File: src/rtl/jtframe_rom_arb.sv
// Round-robin arbiter that shares one SDRAM read channel among N ROM fetchers.
// Optional JTFRAME_ARB_FIXPRIO_EN: slot 0 (CPU ROM) gets fixed top priority.
module jtframe_rom_arb #(
    parameter int N  = 4,
    parameter int AW = 22,
    parameter int DW = 32
) (
    input  logic            clk,
    input  logic            rst_n,
    input  logic            downloading,
    input  logic            loop_rst,
    input  logic [N-1:0]    req,
    input  logic [N*AW-1:0] addr,
    output logic [N-1:0]    ok,
    output logic [DW-1:0]   dout,
    output logic            busy,
    output logic            sdram_req,
    output logic [AW-1:0]   sdram_addr,
    input  logic            sdram_ack,
    input  logic            data_rdy,
    input  logic [DW-1:0]   data_read,
    output logic            refresh_en
);
    localparam int IW = $clog2(N);
    localparam logic [N-1:0] ONE_HOT0 = {{(N-1){1'b0}}, 1'b1};

    typedef enum logic [1:0] {
        S_IDLE     = 2'd0,
        S_WAIT_ACK = 2'd1,
        S_WAIT_RDY = 2'd2
    } state_t;

    state_t        state_r;
    logic [IW-1:0] gnt_r;
    logic [IW-1:0] last_r;

    logic [AW-1:0] addr_a_s [N];
    logic [N-1:0]  rr_req_s;
    logic [IW-1:0] rr_pick_s;
    logic          rr_found_s;
    logic [IW:0]   sum_s;
    logic [IW:0]   idx_s;
    logic [IW-1:0] pick_s;
    logic [IW-1:0] next_last_s;
    logic          found_s;
    logic          grant_s;

    for (genvar i = 0; i < N; i++) begin : g_addr
        assign addr_a_s[i] = addr[i*AW +: AW];
    end

    // Round-robin search: walk slots last+N down to last+1 so the nearest set bit wins.
    always_comb begin
        rr_pick_s  = {IW{1'b0}};
        rr_found_s = 1'b0;
        sum_s      = {(IW+1){1'b0}};
        idx_s      = {(IW+1){1'b0}};
        for (int k = N; k >= 1; k--) begin
            sum_s      = {1'b0, last_r} + (IW+1)'(k);
            idx_s      = (sum_s >= (IW+1)'(N)) ? (sum_s - (IW+1)'(N)) : sum_s;
            rr_pick_s  = rr_req_s[idx_s[IW-1:0]] ? idx_s[IW-1:0] : rr_pick_s;
            rr_found_s = rr_found_s | rr_req_s[idx_s[IW-1:0]];
        end
    end

`ifdef JTFRAME_ARB_FIXPRIO_EN
    // Slot 0 bypasses the pointer; the pointer only tracks the other slots.
    assign rr_req_s    = {req[N-1:1], 1'b0};
    assign found_s     = req[0] | rr_found_s;
    assign pick_s      = req[0] ? {IW{1'b0}} : rr_pick_s;
    assign next_last_s = req[0] ? last_r : rr_pick_s;
`else
    assign rr_req_s    = req;
    assign found_s     = rr_found_s;
    assign pick_s      = rr_pick_s;
    assign next_last_s = rr_pick_s;
`endif

    assign grant_s = found_s & ~downloading & ~loop_rst;

    // Arbitration FSM; every channel output is a register.
    always_ff @(posedge clk or negedge rst_n) begin
        if (!rst_n) begin
            state_r    <= S_IDLE;
            gnt_r      <= {IW{1'b0}};
            last_r     <= IW'(N-1);
            sdram_req  <= 1'b0;
            sdram_addr <= {AW{1'b0}};
            ok         <= {N{1'b0}};
            dout       <= {DW{1'b0}};
            busy       <= 1'b0;
            refresh_en <= 1'b1;
        end else begin
            ok <= {N{1'b0}};
            case (state_r)
                S_IDLE: begin
                    if (grant_s) begin
                        gnt_r      <= pick_s;
                        last_r     <= next_last_s;
                        sdram_addr <= addr_a_s[pick_s];
                        sdram_req  <= 1'b1;
                        busy       <= 1'b1;
                        refresh_en <= 1'b0;
                        state_r    <= S_WAIT_ACK;
                    end else begin
                        refresh_en <= 1'b1;
                    end
                end
                S_WAIT_ACK: begin
                    if (sdram_ack) begin
                        sdram_req <= 1'b0;
                        if (data_rdy) begin
                            // Ack and data in one cycle: finish straight away.
                            dout       <= data_read;
                            ok         <= req[gnt_r] ? (ONE_HOT0 << gnt_r) : {N{1'b0}};
                            busy       <= 1'b0;
                            refresh_en <= 1'b1;
                            state_r    <= S_IDLE;
                        end else begin
                            state_r <= S_WAIT_RDY;
                        end
                    end else begin
                        state_r <= S_WAIT_ACK;
                    end
                end
                S_WAIT_RDY: begin
                    if (data_rdy) begin
                        // A requester that gave up still gets dout, but no ok.
                        dout       <= data_read;
                        ok         <= req[gnt_r] ? (ONE_HOT0 << gnt_r) : {N{1'b0}};
                        busy       <= 1'b0;
                        refresh_en <= 1'b1;
                        state_r    <= S_IDLE;
                    end else begin
                        state_r <= S_WAIT_RDY;
                    end
                end
                default: begin
                    sdram_req  <= 1'b0;
                    busy       <= 1'b0;
                    refresh_en <= 1'b1;
                    state_r    <= S_IDLE;
                end
            endcase
        end
    end

endmodule

File: config.mk
export PLATFORM = sky130hd
export DESIGN_NAME = jtframe_rom_arb
export DESIGN_NICKNAME = d
export VERILOG_FILES = /design/src/rtl/jtframe_rom_arb.sv
export SDC_FILE = /design/constraint.sdc
export NUM_CORES = 1
export LEC_CHECK = 0
export CAP_MARGIN = 40
export CORE_MARGIN = 2
export CORE_UTILIZATION = 39
export DETAILED_ROUTE_END_ITERATION = 10
export GPL_TIMING_DRIVEN = 0
export PLACE_DENSITY = 0.81
export SLEW_MARGIN = 10
export SYNTH_ARGS = -nofsm -noshare
export SYNTH_HDL_FRONTEND = slang
export SYNTH_SLANG_ARGS = --single-unit
File: constraint.sdc
create_clock -name clk -period 2.7 [get_ports clk]
set_input_delay 0.54 -clock clk [delete_from_list [all_inputs] [get_ports clk]]
set_output_delay 0.54 -clock clk [all_outputs]
set_load 0.005 [all_outputs]
; ---- Yosys cells after proc, flatten, opt, wreduce, memory -nomap -nowiden
; Cells that the tools add are included.
[classes]
n_reduce_logical = 6
bitwise_logic = 9
magnitude_cmp = 10
shifts = 1
n_eq_ne = 4
muxes = 42
add_sub_neg = 8
[op_table]
columns = cell, count
row1 = $mux 32, 2
row2 = $pmux 32 s2, 1
row3 = $bmux 22 s2, 1
row4 = $mux 22, 2
row5 = $mux 2, 11
row6 = $ge 3x3->1 const B, 5
row7 = $lt 2x3->1 const B, 5
row8 = $mux 1, 12
row9 = $mux 4, 3
row10 = $bmux 1 s2, 5
row11 = $pmux 1 s3, 3
row12 = $pmux 4 s2, 1
row13 = $sub 2x1->2 const B, 4
row14 = $add 2x2->3 const B, 2
row15 = $pmux 2 s3, 1
row16 = $reduce_and 2->1, 3
row17 = $ne 2x2->1 const B, 2
row18 = $shl 1x2->4 const A, 1
row19 = $add 2x1->3 const B, 1
row20 = $add 2x3->3 const B, 1
row21 = $not 1->1, 3
row22 = $not 2->3, 1
row23 = $or 1x1->1, 3
row24 = $reduce_and 3->1, 1
row25 = 5 further kinds, 6
[word_totals]
regBits = 67
out_inout_bits = 61
word_cells = 89
inputBits = 130

; ---- Logic depth before layout (Yosys ltp)
[logic_depth]
word_depth = 13
depth_mapped = 8
mapped_depth_nobuf = 6

; ---- Worst setup path after synthesis
; No wires, ideal clock.
[synth_path]
path_kind = reg-to-reg
start = register state_r[0]
end = register sdram_addr[10]
period_less_slack_ps = 2029
stages_incl_launch_ff = 9
setup_slack_ps = 671
arrival_ps = 1887
path_cell_list = dfrtp_1 -> inv_1 -> ha_1 -> nor4b_4 -> or4b_1 -> buf_2 -> buf_4 -> a211oi_2 -> a211oi_1
[synth_between]
elab_chain_cells = 2
[synth_rtl]
columns = element, line
row1 = from (decl), 33  ; state_t state_r;
row2 = from (signal assigned), 84  ; state_r <= S_IDLE;
row3 = from (signal assigned), 104  ; state_r <= S_WAIT_ACK;
row4 = from (signal assigned), 118  ; state_r <= S_IDLE;
row5 = $logic_not 2->1, 95  ; case (state_r)
row6 = $reduce_and 2->1 (no source line), --
row7 = to (signal assigned), 88  ; sdram_addr <= {AW{1'b0}};
row8 = to (signal assigned), 100  ; sdram_addr <= addr_a_s[pick_s];
row9 = to (decl), 18  ; output logic [AW-1:0] sdram_addr,
; No other way between the ends.
; A chain may end at the register's enable or synchronous reset.

; ---- Worst setup path after layout
[layout_path]
start = input port req[3]
end = register sdram_addr[7]
[layout_between]
elab_chain_cells = 10
word_cells_on_any_way = 22
classes_between = mux (15) / bitwise (6) / reduce/logical (1)
[layout_rtl]
columns = element, line
row1 = from (decl), 12  ; input logic [N-1:0] req,
row2 = $bmux 1 s2, "61, 62"
row3 = $mux 1 (implied by the code), "61, 62"
row4 = $mux 2 (4 in series), 61  ; rr_pick_s = rr_req_s[idx_s[IW-1:0]] ? idx_s[IW-1:0] : rr_pick_s;
row5 = $not 2->3 (implied by the code), 100
row6 = $bmux 22 s2, 100
row7 = $mux 22 (implied by the code) (2 in series), 100
; Several ways; a longest one is shown, not always the timed one. The select of a mux whose other input is x is not followed.

==> results.sh <==
export IMPL_status="completed"
export IMPL_synth_area_sq_mm=0.00343
export IMPL_final_common_cell="clkdlybuf4s50_1"
export IMPL_drt_iter0_markers=86
export IMPL_diodes=0
export IMPL_setup_viol=0
export IMPL_yosysSeqAreaShare_pct=49.0
export IMPL_cp_required_ns=2.90
export IMPL_skew_ns=0.00870
export IMPL_synth_fp_nets=426
export IMPL_arrival_ns=2.74
export IMPL_cts_tree="done"
export IMPL_hold_ws_ns=0.495
export IMPL_cts_resized=0
export IMPL_crit_type="in -> reg"
export IMPL_cts_htree_levels=3
export IMPL_start_util_pct=39.7
export IMPL_synth_area_per_cell_sq_um=11.7
export IMPL_clk_latency_ns=0.34
export IMPL_synth_seq_cells=67
export IMPL_final_cells=608
export IMPL_grt_max_degree=63
export IMPL_globalRouteTotalUtil_pct=20.8
export IMPL_dp_cells=591
export IMPL_final_cell_mix="clkdlybuf4s50_1 (189), dfrtp_1 (64), mux2_2 (34)"
export IMPL_ys_types=36
export IMPL_ctsHoldBuffers=1
export IMPL_ys_flop_type="dfrtp_1"
export IMPL_chipWidth_microns=97.8
export IMPL_ioPinCount=191
export IMPL_place_hpwl_mm=7.58
export IMPL_cap_viol_max_count=0
export IMPL_synthTopCellsByArea="dfrtp_1 (47%), mux2_2 (11%), a211oi_2 (6.6%), mux2i_1 (6.4%), a211oi_1 (5.3%)"
export IMPL_synth_top_cell_area_share_pct=46.7
export IMPL_cts_reportedPaths_clkPinSlew_ns=0.08
export IMPL_met3_length_microns=732
export IMPL_drtAntennaViolNets=0
export IMPL_rsz0062_at_grt="no"
export IMPL_root_buffer="clkbuf_8"
export IMPL_max_stage_delay_ns=0.62
export IMPL_yosys_warnings=0
export IMPL_cp_slowest_cell="clkdlybuf4s50_1"
export IMPL_synth_top_area_cell="dfrtp_1"
export IMPL_dpl_cell_area_sq_mm=0.00549
export IMPL_rows=34
export IMPL_fmax_mhz=392
export IMPL_route_vias_total=3070
export IMPL_worstSetupStartpointType="primary input"
export IMPL_p_per_area_mw_per_mm2=907
export IMPL_postSynthCellCount=292
export IMPL_hold_viol=0
export IMPL_synth_edff_count=0
export IMPL_crit_fanout=10
export IMPL_core_area_sq_mm=0.00864
export IMPL_crit_chain="clkdlybuf4s50_1 -> nor4_1 -> nor4b_4 -> or4b_1 -> buf_2 -> buf_4 -> a211oi_2 -> a211oi_1"
export IMPL_hold_class="reg -> reg"
export IMPL_synthArstFlopShare_pct=100
export IMPL_drive_above_1_share_pct=16.6
export IMPL_period_needed_ns=2.55
export IMPL_endpoint_kind="flip-flop"
export IMPL_port_buffers=190
export IMPL_wl_met2_mm=5.00
export IMPL_gp_congestion=0.816
export IMPL_ir_drop_v=0.000393
export IMPL_grt_overflow=0
export IMPL_layout_nets=629
export IMPL_first_pass_iters=4
export IMPL_relSlewSlack_pct=63.9
export IMPL_dieArea_sq_mm=0.00956
export IMPL_timing_final_crit_share_pct=94.4
export IMPL_antenna_found_initial=0
export IMPL_fin_util_pct=66.2
export IMPL_cts_setup_buffers=0
export IMPL_final_area_sq_mm=0.00572
export IMPL_slew_violations=0
export IMPL_route_detailed_drc=0
export IMPL_avgRoutedWirePerCell_microns=16.1
export IMPL_routed_top_layer="met4"
export IMPL_viasPerCell=5.05
export IMPL_grt_pass1_wl_mm=15.9
export IMPL_die_h_microns=97.8
export IMPL_area_growth_pct=66.8
export IMPL_numCtsBuffers=9
export IMPL_clockBufferDepth=2
export IMPL_power_leakage_nw=2.28
export IMPL_fin_total_pwr_mw=5.19
export IMPL_routed_wl_mm=9.80
export IMPL_met1_length_mm=3.91
export IMPL_clock_sinks=67
export IMPL_first_global_vias=3213
export IMPL_worstMarginPinSlew_ns=0.541
## power breakdown
group | switching [mW] | total (mW) | internal [mW] | leakage, nW
clock | 0.390 | 0.911 | 0.522 | 0.106
combinational | 0.994 | 2.52 | 1.53 | 1.39
sequential | 0.260 | 1.76 | 1.50 | 0.782
total | 1.64 | 5.19 | 3.54 | 2.28
## cells by family (layout without fill, tap and decap cells)
logic type / Yosys count / after routing / share of synthesized area [%]
buffers and inverters: 24 / 232 / 3.03
multiplexers: 56 / 56 / 17.6
adder cells (fa/ha/maj): 4 / 4 / 1.46
AND/OR/NAND/NOR: 79 / 79 / 13.3
AO/OA/AOI/OAI: 62 / 62 / 15.6
flip-flops: 67 / 67 / 49.0
## critical path: cells and delay by family
| kind | cells | cell delay, ns |
|---|---|---|
| and+or+nand+nor | 3 | 0.95 |
| AOI/OAI and AO/OA | 2 | 0.25 |
| buffers and inverters | 3 | 0.99 |
## path summary, 6_finish.rpt
check                           start             to  slack (ns)  cells past startpoint
min in group asynchronous       rst_n       dout[16]        0.56                      2
max                            req[3]  sdram_addr[7]        0.15                      8
min                          gnt_r[1]          ok[1]        0.49                      1
max reg2reg                state_r[1]  sdram_addr[7]        0.36                      8
min reg2reg                  gnt_r[1]          ok[1]        0.49                      1
max in group asynchronous       rst_n      last_r[1]        1.59                      3
## final cells by class
class                   count  area, sq um
plain buffers              19         85.1
flip-flops and latches     67         1680
well taps                 108          135
fillers                   701         2920
multi-input cells         201         1640
repair buffers            192         1940
clock inverters             6         90.1
inverters                   5         18.8
clock buffers              10          128
## cells in the mapped netlist (3+ instances only)
master,instances
dfrtp_1,64
mux2_2,34
nor2_1,29
a211oi_1,24
mux2i_1,22
nor3b_1,22
a211oi_2,18
clkbuf_1,9
a21oi_1,8
buf_2,5
inv_1,5
nand2_1,5
nor3_1,5
ha_1,4
nand2b_1,4
o21ai_0,4
buf_1,3
dfstp_2,3
## registers in the layout, summed over array words and instances, names as in the netlist
name        cells
state_r         2
sdram_req       1
dout           32
gnt_r           2
busy            1
refresh_en      1
sdram_addr     22
ok              4
last_r          2
## per-layer routing
layer | global-route usage [%] | vias to the layer above
met3 | 6.37 | 13
met4 | 5.66 | 0
met1 | 24.5 | 1444
li1 | - | 1479
met5 | 0 | -
met2 | 37.1 | 134
## per-stage QoR
stage,setup TNS (ns),worst slack [ns]
CTS,0,0.175
floorplan,0,0.671
global placement,-78.07,-1.17
finish,0,0.152
detailed placement,-3.38,-0.193
global route,0,0.0346
No activity file was read; power rests on OpenSTA's default activity.
